### src/rtl/mips_pkg.sv
// Shared MIPS front-end constants: redirect kind encodings, default vectors and word width.
package mips_pkg;

  localparam int WORD_W = 32;

  localparam logic [1:0] RK_BRANCH = 2'd0;
  localparam logic [1:0] RK_JUMP   = 2'd1;
  localparam logic [1:0] RK_JREG   = 2'd2;
  localparam logic [1:0] RK_ERET   = 2'd3;

  localparam logic [31:0] RESET_VECTOR_DEF = 32'hBFC0_0000;
  localparam logic [31:0] EXC_VECTOR_DEF   = 32'hBFC0_0380;

endpackage

### src/rtl/npc_target_calc.sv
// Combinational next-PC target selection for branch, jump, jump-register and ERET redirects.
module npc_target_calc
  import mips_pkg::*;
#(
  parameter int WIDTH = WORD_W
) (
  input  logic [1:0]       redir_kind,
  input  logic [WIDTH-1:0] redir_base,
  input  logic [25:0]      imm26,
  input  logic [WIDTH-1:0] reg_target,
  input  logic [WIDTH-1:0] epc,
  output logic [WIDTH-1:0] target
);

  logic [WIDTH-1:0] branch_tgt;
  logic [WIDTH-1:0] jump_tgt;

  // Branch offset is the signed 16-bit immediate scaled to a word offset.
  assign branch_tgt = redir_base + {{(WIDTH-18){imm26[15]}}, imm26[15:0], 2'b00};

  generate
    if (WIDTH > 28) begin : g_jump_region
      assign jump_tgt = {redir_base[WIDTH-1:28], imm26, 2'b00};
    end else begin : g_jump_flat
      assign jump_tgt = {imm26, 2'b00};
    end
  endgenerate

  always_comb begin
    target = branch_tgt;
    case (redir_kind)
      RK_BRANCH: target = branch_tgt;
      RK_JUMP:   target = jump_tgt;
      RK_JREG:   target = reg_target;
      RK_ERET:   target = epc;
      default:   target = branch_tgt;
    endcase
  end

endmodule

### src/rtl/pc_sequencer.sv
// Fetch-address register with stall hold, redirect buffering across stalls, and exception override.
module pc_sequencer
  import mips_pkg::*;
#(
  parameter int               WIDTH        = WORD_W,
  parameter logic [WIDTH-1:0] RESET_VECTOR = WIDTH'(RESET_VECTOR_DEF),
  parameter logic [WIDTH-1:0] EXC_VECTOR   = WIDTH'(EXC_VECTOR_DEF),
  parameter bit               DELAY_SLOT   = 1'b1
) (
  input  logic             clk,
  input  logic             rst,
  input  logic             stall,
  input  logic             redir_valid,
  input  logic [1:0]       redir_kind,
  input  logic [WIDTH-1:0] redir_base,
  input  logic [25:0]      imm26,
  input  logic [WIDTH-1:0] reg_target,
  input  logic [WIDTH-1:0] epc,
  input  logic             exc_valid,
  output logic [WIDTH-1:0] pc,
  output logic [WIDTH-1:0] pc_plus4,
  output logic             squash,
  output logic             pend,
  output logic             addr_err
);

  localparam logic [0:0] ST_RUN  = 1'b0;
  localparam logic [0:0] ST_PEND = 1'b1;

  logic [0:0]       state_q, state_d;
  logic [WIDTH-1:0] pc_q, pc_d;
  logic [WIDTH-1:0] tgt_buf_q, tgt_buf_d;
  logic             addr_err_q, addr_err_d;
  logic [WIDTH-1:0] target;
  logic             squash_d;

  npc_target_calc #(.WIDTH(WIDTH)) u_target (
    .redir_kind (redir_kind),
    .redir_base (redir_base),
    .imm26      (imm26),
    .reg_target (reg_target),
    .epc        (epc),
    .target     (target)
  );

  assign pc_plus4 = pc_q + WIDTH'(4);

  always_comb begin
    state_d   = state_q;
    pc_d      = pc_q;
    tgt_buf_d = tgt_buf_q;
    squash_d  = 1'b0;
    if (exc_valid) begin
      pc_d      = EXC_VECTOR;
      tgt_buf_d = '0;
      state_d   = ST_RUN;
      squash_d  = 1'b1;
    end else if (state_q == ST_RUN) begin
      if (redir_valid && !stall) begin
        pc_d     = target;
        squash_d = !DELAY_SLOT;
      end else if (redir_valid) begin
        tgt_buf_d = target;
        state_d   = ST_PEND;
      end else if (!stall) begin
        pc_d = pc_plus4;
      end
    end else begin
      // A stalled ID keeps presenting its redirect, so the newest one wins.
      if (stall) begin
        if (redir_valid) tgt_buf_d = target;
      end else begin
        pc_d     = redir_valid ? target : tgt_buf_q;
        state_d  = ST_RUN;
        squash_d = !DELAY_SLOT;
      end
    end
    addr_err_d = (pc_d[1:0] != 2'b00);
  end

  always_ff @(posedge clk) begin
    if (rst) begin
      state_q    <= ST_RUN;
      pc_q       <= RESET_VECTOR;
      tgt_buf_q  <= '0;
      addr_err_q <= 1'b0;
    end else begin
      state_q    <= state_d;
      pc_q       <= pc_d;
      tgt_buf_q  <= tgt_buf_d;
      addr_err_q <= addr_err_d;
    end
  end

  assign pc       = pc_q;
  assign pend     = (state_q == ST_PEND);
  assign addr_err = addr_err_q;
  assign squash   = squash_d & ~rst;

endmodule

### config.mk
export PLATFORM = sky130hd
export DESIGN_NAME = pc_sequencer
export DESIGN_NICKNAME = d
export VERILOG_FILES = /design/src/rtl/mips_pkg.sv /design/src/rtl/npc_target_calc.sv /design/src/rtl/pc_sequencer.sv
export SDC_FILE = /design/constraint.sdc
export NUM_CORES = 1
export LEC_CHECK = 0
export CAP_MARGIN = 15
export CORE_UTILIZATION = 30
export CTS_CLUSTER_DIAMETER = 100
export CTS_CLUSTER_SIZE = 12
export DETAILED_ROUTE_END_ITERATION = 12
export PLACE_DENSITY = 0.55
export SETUP_SLACK_MARGIN = 0.15
export SYNTH_ARGS = -nofsm -noshare
export SYNTH_HDL_FRONTEND = slang
export SYNTH_HIERARCHICAL = 1
export SYNTH_SLANG_ARGS = --single-unit
### constraint.sdc
create_clock -name clk -period 3.3 [get_ports clk]
set_input_delay 0.66 -clock clk [delete_from_list [all_inputs] [get_ports clk]]
set_output_delay 0.66 -clock clk [all_outputs]
set_load 0.01 [all_outputs]
==> results.py <==
metrics = {
    "global_routing": {
        "grt_max_degree": 36,
        "grt_usage": 0.224,
        "antenna_found_initial": 0,
        "overflow": 0,
        "grt_pass1_wl_um": 38700,
        "grt_pass1_vias": 7037,
    },
    "clock_tree": {
        "cts_max_level": 3,
        "clockBufferDepth": 2,
        "insertion_delay_ns": 0.32,
        "cts_sinks": 66,
        "path_clk_slew_ns": 0.05,
        "cts_buffers": 9,
        "cts_root_buf": "clkbuf_16",
        "cts_hold_buf": 0,
        "cts_tree": "yes",
    },
    "worst_setup_path": {
        "worstPathRequired_ns": 3.50,
        "cp_data_arrival_time_ns": 3.30,
        "startpoint_type": "primary input",
        "reg2reg_to": "pc[29]",
        "crit_fanout": 3,
        "endpoint_kind": "register",
        "crit_type": "in2reg",
        "r2r-start": "pend",
        "reg2regPathDepth": 6,
        "rrSetupSlack_ns": 1.21,
    },
    "sta": {
        "period_share": 0.937,
        "maxSlewViolCount": 0,
        "max_freq_mhz": 323,
        "setup_tns_ns": 0,
        "fin_crit_ns": 3.09,
        "worst_pin_slew_ns": 0.729,
        "slew_headroom": 0.514,
        "finalSetupViolations": 0,
        "rsz0062_at_grt": "yes",
        "hold_violations": 0,
        "fin_skew_ns": 0.00237,
    },
    "logic_synthesis": {
        "synth_cell_types": 78,
        "synth-seq-area-share": 0.207,
        "synth_top_cell_by_area": "dfxtp_1",
        "synth_flop_cell": "dfxtp_1",
        "synth_top_area_frac": 0.207,
        "synth_area_leaders": "dfxtp_1 21%, a21oi_1 8.9%, mux4_2 8.1%",
        "syn_area_per_cell_um2": 7.71,
        "mappedNetlistArea_mm2": 0.00637,
        "syn_nets": 986,
        "synthCells": 826,
        "synth-async-reset-ratio": 0,
        "synth_edf_count": 0,
        "ys_ff_latch": 66,
        "synth_warnings": 6,
    },
    "detailed_routing": {
        "ant_nets": 0,
        "drcViolationCount": 0,
        "vias_per_cell": 5.28,
        "wire_per_inst_um": 17.4,
        "vias": 7465,
        "drt_iter0_markers": 467,
        "drt_pass1_iterations": 4,
        "wirelength_um": 24700,
    },
    "cells_and_area": {
        "area.growth.synth_to_final_pct": 64.0,
        "diodes": 0,
        "layoutNonFillerInstCount": 1415,
        "drive_above_1_share": 0.301,
        "mostFrequentLayoutCell": "buf_4",
        "final_cell_mix": "167 x buf_4, 155 x clkdlybuf4s50_1, 122 x nand2_1",
        "fin_nets": 1302,
        "final_core_util": 0.510,
    },
    "flow_run": {
        "cap_violations": 0,
    },
    "placement": {
        "gp_congestion": 0.914,
        "portBuffers": 195,
        "dp.cells": 1380,
        "hpwl_um": 19100,
    },
    "min_path": {
        "min-delay-start": "tgt_buf_q[25]",
        "hold_path_depth": 2,
        "hold_class": "reg2reg",
        "hold_path_end": "tgt_buf_q[25]",
    },
    "die": {
        "core_area_mm2": 0.0205,
        "die_area_mm2": 0.0218,
        "initial_core_util": 0.311,
        "die_h_um": 148,
        "design.portCount": 196,
        "die_w_um": 148,
        "std_cell_rows": 52,
    },
    "power_and_ir_drop": {
        "leakagePower_nw": 4.07,
        "vdd_drop_max_v": 0.000221,
        "powerDensity_mw_per_mm2": 290,
    },
    "outcome": {
        "outcome": "finished clean",
    },
}
==> synthesized netlist by cell type (all sizes together), types with 6 or more instances <==
| library cell | count |
|---|---|
| nand2 | 125 |
| a21oi | 116 |
| dfxtp | 66 |
| nor2 | 57 |
| clkbuf | 42 |
| o21ai | 40 |
| xnor2 | 33 |
| ha | 30 |
| nand3 | 28 |
| mux4 | 23 |
| nand4 | 22 |
| buf | 18 |
| inv | 17 |
| mux2i | 16 |
| a31oi | 15 |
| xor2 | 15 |
| and3 | 12 |
| nor3 | 12 |
| o21a | 11 |
| or2 | 9 |
| a31o | 7 |
| nand2b | 7 |
| o221ai | 7 |
| or3 | 7 |
| a211oi | 6 |
| a21o | 6 |
| and4 | 6 |
| o211ai | 6 |
| o21bai | 6 |
==> report_power, final <==
group / total [mW] / internal [mW] / switching [mW]
sequential: 0.863 / 0.828 / 0.0352
combinational: 1.32 / 0.703 / 0.620
clock: 0.840 / 0.521 / 0.319
total: 3.03 / 2.05 / 0.974
==> layout make-up <==
| cell class | count | area (um^2) |
|---|---|---|
| tap | 270 | 338 |
| multi-input combinational | 682 | 5260 |
| inverter | 18 | 67.6 |
| fill | 1987 | 10000 |
| timing repair buffer | 365 | 3190 |
| clock buffer | 14 | 254 |
| sequential | 66 | 1340 |
==> worst max-delay path, cell delays in order <==
cell and delay (ns):
buf_8 0.10, ha_4 0.23, a21o_1 0.19, buf_4 0.13
buf_4 0.12, a21oi_2 0.16, buf_4 0.15, nand2_2 0.05
a21o_1 0.18, a211oi_1 0.23, nor2_1 0.07, mux4_2 0.52
or2_2 0.32, o2111ai_1 0.10, a21oi_1 0.09
==> state kept, by name (all words and copies together) (netlist names) <==
name	cells
pc	32
tgt_buf_q	32
pend	1
addr_err	1
==> layer usage <==
metal / track usage / vias to the layer above / share of wire
li1: - / 3684 / -
met1: 0.327 / 3513 / 0.49
met2: 0.349 / 247 / 0.45
met3: 0.0272 / 21 / 0.055
met4: 0.0490 / 0 / 0.012
met5: 0 / - / 0
==> kinds of logic after synthesis <==
kind of cell / after synthesis / share of synthesized area
xor+xnor: 48 / 0.0660
flops: 66 / 0.207
compound gates: 261 / 0.265
mux: 44 / 0.115
buf+inv: 78 / 0.0587
fa+ha+maj: 31 / 0.0621
simple gates: 298 / 0.225
==> metrics by stage <==
step | setup slack, ns | power (mW) | cell area (um^2) | hold slack, ns
floorplan | 0.160 | 1.47 | 6400 | 0.432
global placement | -0.602 | 2.05 | 9490 | 0.438
detailed placement | -0.646 | 2.06 | 9490 | 0.444
CTS | 0.113 | 2.96 | 10100 | 0.451
global route | 0.0938 | 3.18 | 10400 | 0.472
finish | 0.207 | 3.03 | 10400 | 0.449
==> worst max path at each step <==
| stage | start | slack, ns | to |
|---|---|---|---|
| 2_1_floorplan | redir_base[2] | 0.16 | pc[22] |
| 3_3_place_gp | imm26[0] | -0.60 | pc[30] |
| 3_5_place_dp | imm26[0] | -0.65 | pc[30] |
| 4_1_cts | imm26[15] | 0.11 | pc[30] |
| 5_1_grt | imm26[15] | 0.09 | pc[30] |
| 6_report | imm26[4] | 0.21 | pc[10] |
==> what timing repair did <==
action / 4_1_cts / 5_1_grt
setup endpoints to repair: 35 / 33
setup buffers: 12 / 9
gates resized for setup: 86 / 91
pin swaps: 34 / 53
Note: power is estimated with default switching activity, not from simulation.
